--- src/rtl/led_pkg.sv ---
// Shared definitions for the LED display controller: display mode
// encodings and the prescaler divide-ratio helper.
package led_pkg;

    typedef enum logic [1:0] {
        MODE_OFF    = 2'd0,
        MODE_DIRECT = 2'd1,
        MODE_BAR    = 2'd2,
        MODE_CHASE  = 2'd3
    } mode_t;

    // Number of sys_clk cycles per pattern step.
    function automatic int calc_tick_div(input int clk_hz, input int tick_hz);
        return clk_hz / tick_hz;
    endfunction

endpackage

--- src/rtl/led_msb_idx.sv ---
// Combinational leading-one detector: idx is the position of the highest
// set bit of val, nz flags that at least one bit is set (idx is 0 otherwise).
module led_msb_idx #(
    parameter int VAL_W = 32,
    parameter int IDX_W = (VAL_W > 1) ? $clog2(VAL_W) : 1
) (
    input  logic [VAL_W-1:0] val,
    output logic [IDX_W-1:0] idx,
    output logic             nz
);

    // Scan upward so the last (highest) set bit wins.
    always_comb begin
        idx = '0;
        for (int i = 0; i < VAL_W; i++) begin
            if (val[i]) begin
                idx = IDX_W'(i);
            end
        end
        nz = |val;
    end

endmodule

--- src/rtl/led_display_ctrl.sv ---
// LED bank driver for the frequency meter front panel. Latches a measurement
// word and renders it as OFF / DIRECT binary / log2 BAR / CHASE pattern.
// Optional build macro LED_OVF_BLINK_EN: BAR overrange blinks at the tick
// rate instead of showing steady all-ones.
//
// Value handshake: value_valid is a one-cycle strobe with no backpressure;
// every strobe is latched into val_q on that edge, and upd_ack pulses high
// for exactly the following cycle. led/ovf reflect the new value one edge
// after the latch.
module led_display_ctrl
    import led_pkg::*;
#(
    parameter int LED_W   = 16,
    parameter int VAL_W   = 32,
    parameter int CLK_HZ  = 100000000,
    parameter int TICK_HZ = 10
) (
    input  logic             sys_clk,
    input  logic             rst_n,
    input  logic [1:0]       mode,
    input  logic [VAL_W-1:0] value,
    input  logic             value_valid,
    output logic             upd_ack,
    output logic             ovf,
    output logic [LED_W-1:0] led
);

    localparam int TICK_DIV = calc_tick_div(CLK_HZ, TICK_HZ);
    localparam int CNT_W    = $clog2(TICK_DIV);
    localparam int POS_W    = (LED_W > 1) ? $clog2(LED_W) : 1;
    localparam int IDX_W    = (VAL_W > 1) ? $clog2(VAL_W) : 1;

    logic [VAL_W-1:0] val_q;
    logic [CNT_W-1:0] cnt;
    logic             tick;
    mode_t            mode_q;
    mode_t            mode_in;
    logic [POS_W-1:0] pos;
    logic             chase_entry;

    logic [IDX_W-1:0] msb_idx;
    logic             msb_nz;
    logic [31:0]      idx_ext;
    logic             ovf_c;

    logic [LED_W-1:0]       led_bar;
    logic [LED_W-1:0]       led_bar_out;
    logic [LED_W-1:0]       led_chase;
    logic [LED_W+VAL_W-1:0] val_ext;
    logic [LED_W-1:0]       led_direct;
    logic [LED_W-1:0]       led_c;

    assign mode_in     = mode_t'(mode);
    assign tick        = (cnt == CNT_W'(TICK_DIV - 1));
    assign chase_entry = (mode_in == MODE_CHASE) && (mode_q != MODE_CHASE);

    led_msb_idx #(
        .VAL_W (VAL_W),
        .IDX_W (IDX_W)
    ) u_msb_idx (
        .val (val_q),
        .idx (msb_idx),
        .nz  (msb_nz)
    );

    assign idx_ext = 32'(msb_idx);
    assign ovf_c   = msb_nz && (idx_ext >= 32'(LED_W));

    // Free-running prescaler; only reset clears it.
    always_ff @(posedge sys_clk or negedge rst_n) begin
        if (!rst_n) begin
            cnt <= '0;
        end else if (tick) begin
            cnt <= '0;
        end else begin
            cnt <= cnt + CNT_W'(1);
        end
    end

    // Value latch and acknowledge pulse.
    always_ff @(posedge sys_clk or negedge rst_n) begin
        if (!rst_n) begin
            val_q   <= '0;
            upd_ack <= 1'b0;
        end else begin
            if (value_valid) begin
                val_q <= value;
            end
            upd_ack <= value_valid;
        end
    end

    // Mode register and chase position; entering CHASE overrides a tick.
    always_ff @(posedge sys_clk or negedge rst_n) begin
        if (!rst_n) begin
            mode_q <= MODE_OFF;
            pos    <= '0;
        end else begin
            mode_q <= mode_in;
            if (chase_entry) begin
                pos <= '0;
            end else if (tick) begin
                pos <= (pos == POS_W'(LED_W - 1)) ? '0 : pos + POS_W'(1);
            end
        end
    end

    // Pattern generators for the non-trivial modes.
    always_comb begin
        led_bar   = '0;
        led_chase = '0;
        for (int i = 0; i < LED_W; i++) begin
            led_bar[i]   = msb_nz && (32'(i) <= idx_ext);
            led_chase[i] = (pos == POS_W'(i));
        end
    end

    // Zero-extend before slicing so narrow values leave upper LEDs dark.
    assign val_ext    = {{LED_W{1'b0}}, val_q};
    assign led_direct = val_ext[LED_W-1:0];

`ifdef LED_OVF_BLINK_EN
    logic phase;

    // Blink phase runs only while BAR is showing an overrange value.
    always_ff @(posedge sys_clk or negedge rst_n) begin
        if (!rst_n) begin
            phase <= 1'b0;
        end else if ((mode_q == MODE_BAR) && ovf_c) begin
            if (tick) begin
                phase <= ~phase;
            end
        end else begin
            phase <= 1'b0;
        end
    end

    assign led_bar_out = ovf_c ? {LED_W{phase}} : led_bar;
`else
    assign led_bar_out = led_bar;
`endif

    // Output select from registered mode only, so led never sees raw inputs.
    always_comb begin
        led_c = '0;
        case (mode_q)
            MODE_OFF:    led_c = '0;
            MODE_DIRECT: led_c = led_direct;
            MODE_BAR:    led_c = led_bar_out;
            MODE_CHASE:  led_c = led_chase;
            default:     led_c = '0;
        endcase
    end

    // Registered outputs.
    always_ff @(posedge sys_clk or negedge rst_n) begin
        if (!rst_n) begin
            led <= '0;
            ovf <= 1'b0;
        end else begin
            led <= led_c;
            ovf <= ovf_c;
        end
    end

endmodule

--- config.mk ---
export PLATFORM = sky130hd
export DESIGN_NAME = led_display_ctrl
export DESIGN_NICKNAME = d
export VERILOG_FILES = /design/src/rtl/led_pkg.sv /design/src/rtl/led_msb_idx.sv /design/src/rtl/led_display_ctrl.sv
export SDC_FILE = /design/constraint.sdc
export NUM_CORES = 1
export LEC_CHECK = 0
export ABC_AREA = 1
export BUFFER_PORTS_ARGS = -buffer_cell sky130_fd_sc_hd__buf_4
export CAP_MARGIN = 20
export CORE_AREA = 3 3 102 104
export DETAILED_ROUTE_END_ITERATION = 16
export DIE_AREA = 0 0 105 107
export PLACE_DENSITY = 0.67
export SETUP_SLACK_MARGIN = 0.15
export SKIP_CTS_REPAIR_TIMING = 1
export SYNTH_ARGS = -nofsm -noshare
export SYNTH_HDL_FRONTEND = slang
export SYNTH_HIERARCHICAL = 1
export SYNTH_SLANG_ARGS = --single-unit
export TNS_END_PERCENT = 30
--- constraint.sdc ---
create_clock -name sys_clk -period 4.5 [get_ports sys_clk]
set_input_delay 0.225 -clock sys_clk [delete_from_list [all_inputs] [get_ports sys_clk]]
set_output_delay 0.225 -clock sys_clk [all_outputs]
set_load 0.1 [all_outputs]
## Yosys cells after proc, flatten, opt, wreduce, memory -nomap -nowiden

Index checks and enable logic that the tools add are counted.

| cells by class | value |
|---|---|
| $add $sub $neg | 2 |
| $mul | 0 |
| div/mod/pow operators | 0 |
| order comparisons | 17 |
| equality and inequality tests | 21 |
| shift operators | 0 |
| mux-type cells | 36 |
| bitwise logic cells | 0 |
| reductions and logical operators | 22 |

Operators with widths:

| kind | number |
|---|---|
| 5-bit 2-to-1 mux | 16 |
| 16-bit one-hot mux with 4 select lines | 1 |
| 4-bit 2-to-1 mux | 11 |
| 4-bit by 5-bit <= comparator with 1-bit output, first input constant | 8 |
| 4-bit == test, second input constant | 8 |
| 32-bit OR reduction | 1 |
| 24-bit by 1-bit adder with 24-bit output, second input constant | 1 |
| 24-bit == test, second input constant | 1 |
| 24-bit 2-to-1 mux | 1 |
| 3-bit by 5-bit <= comparator with 1-bit output, first input constant | 4 |
| 1-bit logical AND | 18 |
| 4-bit by 3-bit == test with 1-bit output, second input constant | 4 |
| 3-bit 2-to-1 mux | 4 |
| 1-bit by 5-bit <= comparator with 1-bit output, first input constant | 2 |
| 2-bit by 5-bit <= comparator with 1-bit output, first input constant | 2 |
| 4-bit by 2-bit == test with 1-bit output, second input constant | 2 |
| 2-bit == test, second input constant | 3 |
| 5-bit >= comparator, second input constant | 1 |
| 4-bit by 1-bit adder with 4-bit output, second input constant | 1 |
| 4-bit by 1-bit == test with 1-bit output, second input constant | 1 |
| 4-bit logical NOT | 1 |
| 2-bit 2-to-1 mux | 2 |
| 2-bit by 1-bit == test with 1-bit output, second input constant | 1 |
| 2-bit logical NOT | 1 |
| other kinds (3) | 3 |

| word-level totals | value |
|---|---|
| bits in registers | 80 |
| latch bits | 0 |
| RAM bits | 0 |
| bits in read-only memories | 0 |
| input bits | 37 |
| memories kept | 0 |

## Logic depth before layout (Yosys ltp)

| logic depth | value |
|---|---|
| word-level depth | 34 |
| depth in mapped cells | 35 |

## Modules after synthesis

The synthesis kept the hierarchy.

Modules (own cells, without submodules):

| module | instances | cells each | area each (µm²) |
|---|---|---|---|
| led_display_ctrl | 1 | 452 | 3888.7 |
| led_msb_idx | 1 | 106 | 429.2 |

## Worst setup path after synthesis

OpenSTA, ideal clock, no wires.

| timing | value |
|---|---|
| path type | reg2reg |
| from | register val_q[2] |
| to | register led[13] |
| setup time | 83 ps |
| arrival time | 2163 ps |
| slack | 2254 ps |
| stages on the path, launching flop included | 36 |
| buffers on the path | 0 |
| clock period less this slack | 2246 ps |
| cells stage by stage | dfrtp_1 > inv_1 > nand2_1 > nand2_1 > nand2_1 > nand2_1 > nand2_1 > nand2_1 > nand2_1 > nand2_1 > nand2_1 > nand2_1 > nand2_1 > nand2_1 > nand2_1 > nand2_1 > nand2_1 > nand2_1 > nand2_1 > nand2_1 > nand2_1 > nand2_1 > nand2_1 > nand2_1 > nand2_1 > nand2_1 > nand2_1 > nand2_1 > nand2_1 > nand2_1 > nand2_1 > nand2_1 > inv_1 > nor3_1 > a21oi_1 > o21ai_0 |

| between the ends | value |
|---|---|
| longest elaborated chain between the ends | 33 |

RTL lines:

| element | line | text |
|---|---|---|
| start, declared | led_display_ctrl.sv:33 | `logic [VAL_W-1:0] val_q;` |
| start signal, assigned | led_display_ctrl.sv:87 | `val_q <= value;` |
| 2-bit 2-to-1 mux (2 in series) | led_msb_idx.sv:16 | `if (val[i]) begin` |
| 3-bit 2-to-1 mux (4 in series) | led_msb_idx.sv:16 |  |
| 4-bit 2-to-1 mux (8 in series) | led_msb_idx.sv:16 |  |
| 5-bit 2-to-1 mux (16 in series) | led_msb_idx.sv:16 |  |
| net msb_idx[0] | led_display_ctrl.sv:41 | `logic [IDX_W-1:0] msb_idx;` |
| 4-bit by 5-bit <= comparator with 1-bit output | led_display_ctrl.sv:113 | `led_bar[i] = msb_nz && (32'(i) <= idx_ext);` |
| 1-bit logical AND | led_display_ctrl.sv:113 |  |
| 16-bit one-hot mux with 4 select lines | led_display_ctrl.sv:146 | `case (mode_q)` |
| net led_c[13] | led_display_ctrl.sv:51 | `logic [LED_W-1:0] led_c;` |
| end signal, assigned | led_display_ctrl.sv:161 | `led <= led_c;` |
| end, declared | led_display_ctrl.sv:25 | `output logic [LED_W-1:0] led` |

The timed path passes the listed nets, and every way through them passes these cells.
A chain may end at the register's enable or synchronous reset.

## Worst setup path in the final report

Same ends and word-level chain as after synthesis.

==> results.yml <==
status:
  outcome: "finished clean"
floorplanning:
  die_area_sq_um: 11200
  coreArea_sq_um: 9640
  num_rows: 36
  die_h_um: 107
  ios: 55
  die_width_um: 105
  initial_utilization: 0.448
synthesis:
  yosys_warnings: 6
  synth_commonest_cells: "161 x nand2_1, 89 x inv_1, 80 x dfrtp_1"
  yosysTopAreaCell: "dfrtp_1"
  synth_top_area_frac: 0.464
  synth-seq-area-share: 0.464
  syn_nets: 600
  yosysMostFrequentCell: "nand2_1"
  ys_top_cells_by_area: "dfrtp_1 46%, nand2_1 14%, inv_1 7.7%, nor2_1 6.3%, mux2_2 5.2%"
  yosys_register_bits: 80
  ys_types: 31
  avgSynthCellArea_sq_um: 7.74
  synth-edff-count: 0
  synthArstFlopShare: 1.00
  syn_area_sq_um: 4320
  synth_ff_type: "dfrtp_1"
  netlist_instances: 558
worst_setup_path:
  r2r_slack_ns: 1.86
  crit_cells: 35
  rr_worst_depth: 35
  path_common_cell: "nand2_1"
  startpoint_type: "flip-flop"
  timing.rr.end: "led[13]$_DFF_PN0_"
  path_max_fanout: 4
  critPathTopFamily: "simple AND/OR/NAND/NOR gates"
  worstPathArrival_ns: 2.91
  required_ns: 4.77
  timing.critical_path.buf_inv: 2
  cp_slowest_cell: "dfrtp_1"
  crit_type: "reg -> reg"
  max_stage_delay_ns: 0.41
  endpoint_kind: "flip-flop"
  r2r-start: "val_q[2]$_DFFE_PN0P_"
layout:
  area_growth_pct: 19.4
  insertedDiodeCount: 0
  n_fill_cell: 935
  finalNetCount: 661
  final_area_sq_um: 5160
  drive_gt1_frac: 0.192
power:
  internal-power_mw: 1.23
  sw_frac_of_total: 0.295
  switchingPower_uw: 516
  power_frac_seq: 0.456
  power_per_cell_area_nw_per_um2: 339
  power_frac_clock: 0.369
  leakage_nw: 2.63
  ir_drop_uv: 165
  comb_power_share: 0.175
sta:
  skew_ns: 0.0126
  slew_violations: 0
  rsz0062_at_grt: "no"
  setup_viol: 0
  setup_tns_ns: 0
  fin_crit_ns: 2.64
  final.period_utilization: 0.586
  max_freq_ghz: 0.379
  worst_pin_slew_ns: 0.464
  holdWs_ns: 0.0844
  relSlewSlack: 0.688
  layout_setup_ws_ns: 1.86
  hold_viol: 0
clock_network:
  cts_tree: "done"
  clk_latency_ns: 0.35
  cts_made_buffers: 9
  clk_pin_slew_worst_paths_ns: 0.09
  cts_num_sinks: 80
  clock_path_buffers: 2
  cts_root_buf: "clkbuf_8"
  htreeDepth: 3
global_routing:
  first_global_vias: 3600
  grt_first_pass_wirelength_um: 16800
  grt_max_degree: 81
  antenna_found_initial: 0
  grt-ovfl-total: 0
  grt_usage: 0.188
hold_path:
  min_to: "val_q[12]$_DFFE_PN0P_"
  holdPathStages: 3
  hp-start: "value[12]"
  hold_class: "in -> reg"
route:
  vias: 3654
  routed_wl_um: 9940
  drtIter0Drc: 185
  avgViaCountPerCell: 4.83
  routedWlPerCell_um: 13.1
  drt_pass1_iterations: 5
  antenna_left: 0
  drc: 0
placed_design:
  place_hpwl_um: 7670
  place_area_sq_um: 4850
  dpl_worst_slack_ns: 1.91
  portBuffers: 54
  gp_congestion: 0.952
run:
  timing.max_cap.violations: 0
==> tightest hold or removal path, cell delays in order <==
cell,delay [ns]
buf_4,0.08
nand2_1,0.04
o21ai_0,0.06
==> kinds of logic after synthesis <==
logic type                 Yosys count  synth area share
adders and majority gates            5            0.0145
DFF                                 80             0.464
buffers and inverters              106            0.0965
muxes                               20            0.0522
xor gates and xnor gates            12            0.0243
AOI/OAI and AO/OA                   44            0.0640
and+or+nand+nor                    291             0.285
==> state kept, by name, summed over array words and instances, names as in the netlist <==
signal,cells
pos,4
val_q,32
led,16
cnt,24
mode_q,2
upd_ack,1
ovf,1
==> cell usage in the layout, fill, tap and decap left out, types with 2 or more instances in the layout <==
master,n
dlygate4sd3_1,3
inv_1,89
nor2_1,72
dfrtp_1,80
mux2_2,20
ha_1,5
o221ai_1,8
clkinv_4,2
a31oi_1,2
nand2_1,161
a21oi_1,5
inv_2,7
nand2_2,6
nand3_1,25
o211ai_1,2
clkbuf_8,9
nor2_2,12
buf_4,54
nor2_4,3
nand3b_1,2
o21ai_0,21
o2111ai_1,3
xnor2_1,2
bufinv_16,3
nand4_1,4
nor3_1,4
xor2_1,10
==> per-stage QoR <==
| step | std cells | total power [mW] | util |
|---|---|---|---|
| after floorplan | 558 | 1.02 | - |
| after global placement | 737 | 1.11 | 0.504 |
| final | 757 | 1.75 | 0.535 |
| after detailed placement | 737 | 1.12 | 0.504 |
| after global routing | 757 | 1.84 | 0.535 |
| after CTS | 753 | 1.77 | 0.529 |
==> area by class of cell <==
class,count,area [sq um],area share
inverter,98,382,0.0740
tap,133,166,0.0323
sequential,80,2000,0.388
multi-input combinational,372,1900,0.368
timing repair buffer,58,463,0.0898
clock buffer,10,128,0.0248
clock inverter,6,116,0.0226
==> how the worst max path moves through the flow <==
| stage | end | startpoint |
|---|---|---|
| after floorplan | led[13]$_DFF_PN0_ | val_q[2]$_DFFE_PN0P_ |
| after detailed placement | led[13]$_DFF_PN0_ | val_q[2]$_DFFE_PN0P_ |
| after global placement | led[13]$_DFF_PN0_ | val_q[2]$_DFFE_PN0P_ |
| after CTS | led[13]$_DFF_PN0_ | val_q[2]$_DFFE_PN0P_ |
| final | led[13]$_DFF_PN0_ | val_q[2]$_DFFE_PN0P_ |
| after global routing | led[13]$_DFF_PN0_ | val_q[2]$_DFFE_PN0P_ |
==> layer usage <==
metal,wire (um),GRT usage
met1,4270,0.235
met2,4850,0.313
met3,470,0.0385
met4,354,0.0853
met5,0,0
==> power by group through the flow <==
stage / Sequential (mW) / Combinational, mW / Clock [mW]
after floorplan: 0.907 / 0.110 / 0
after global placement: 0.810 / 0.302 / 0
after detailed placement: 0.812 / 0.305 / 0
after CTS: 0.797 / 0.305 / 0.664
after global routing: 0.804 / 0.336 / 0.696
final: 0.797 / 0.307 / 0.646
Note: power is estimated with default switching activity, not from simulation.
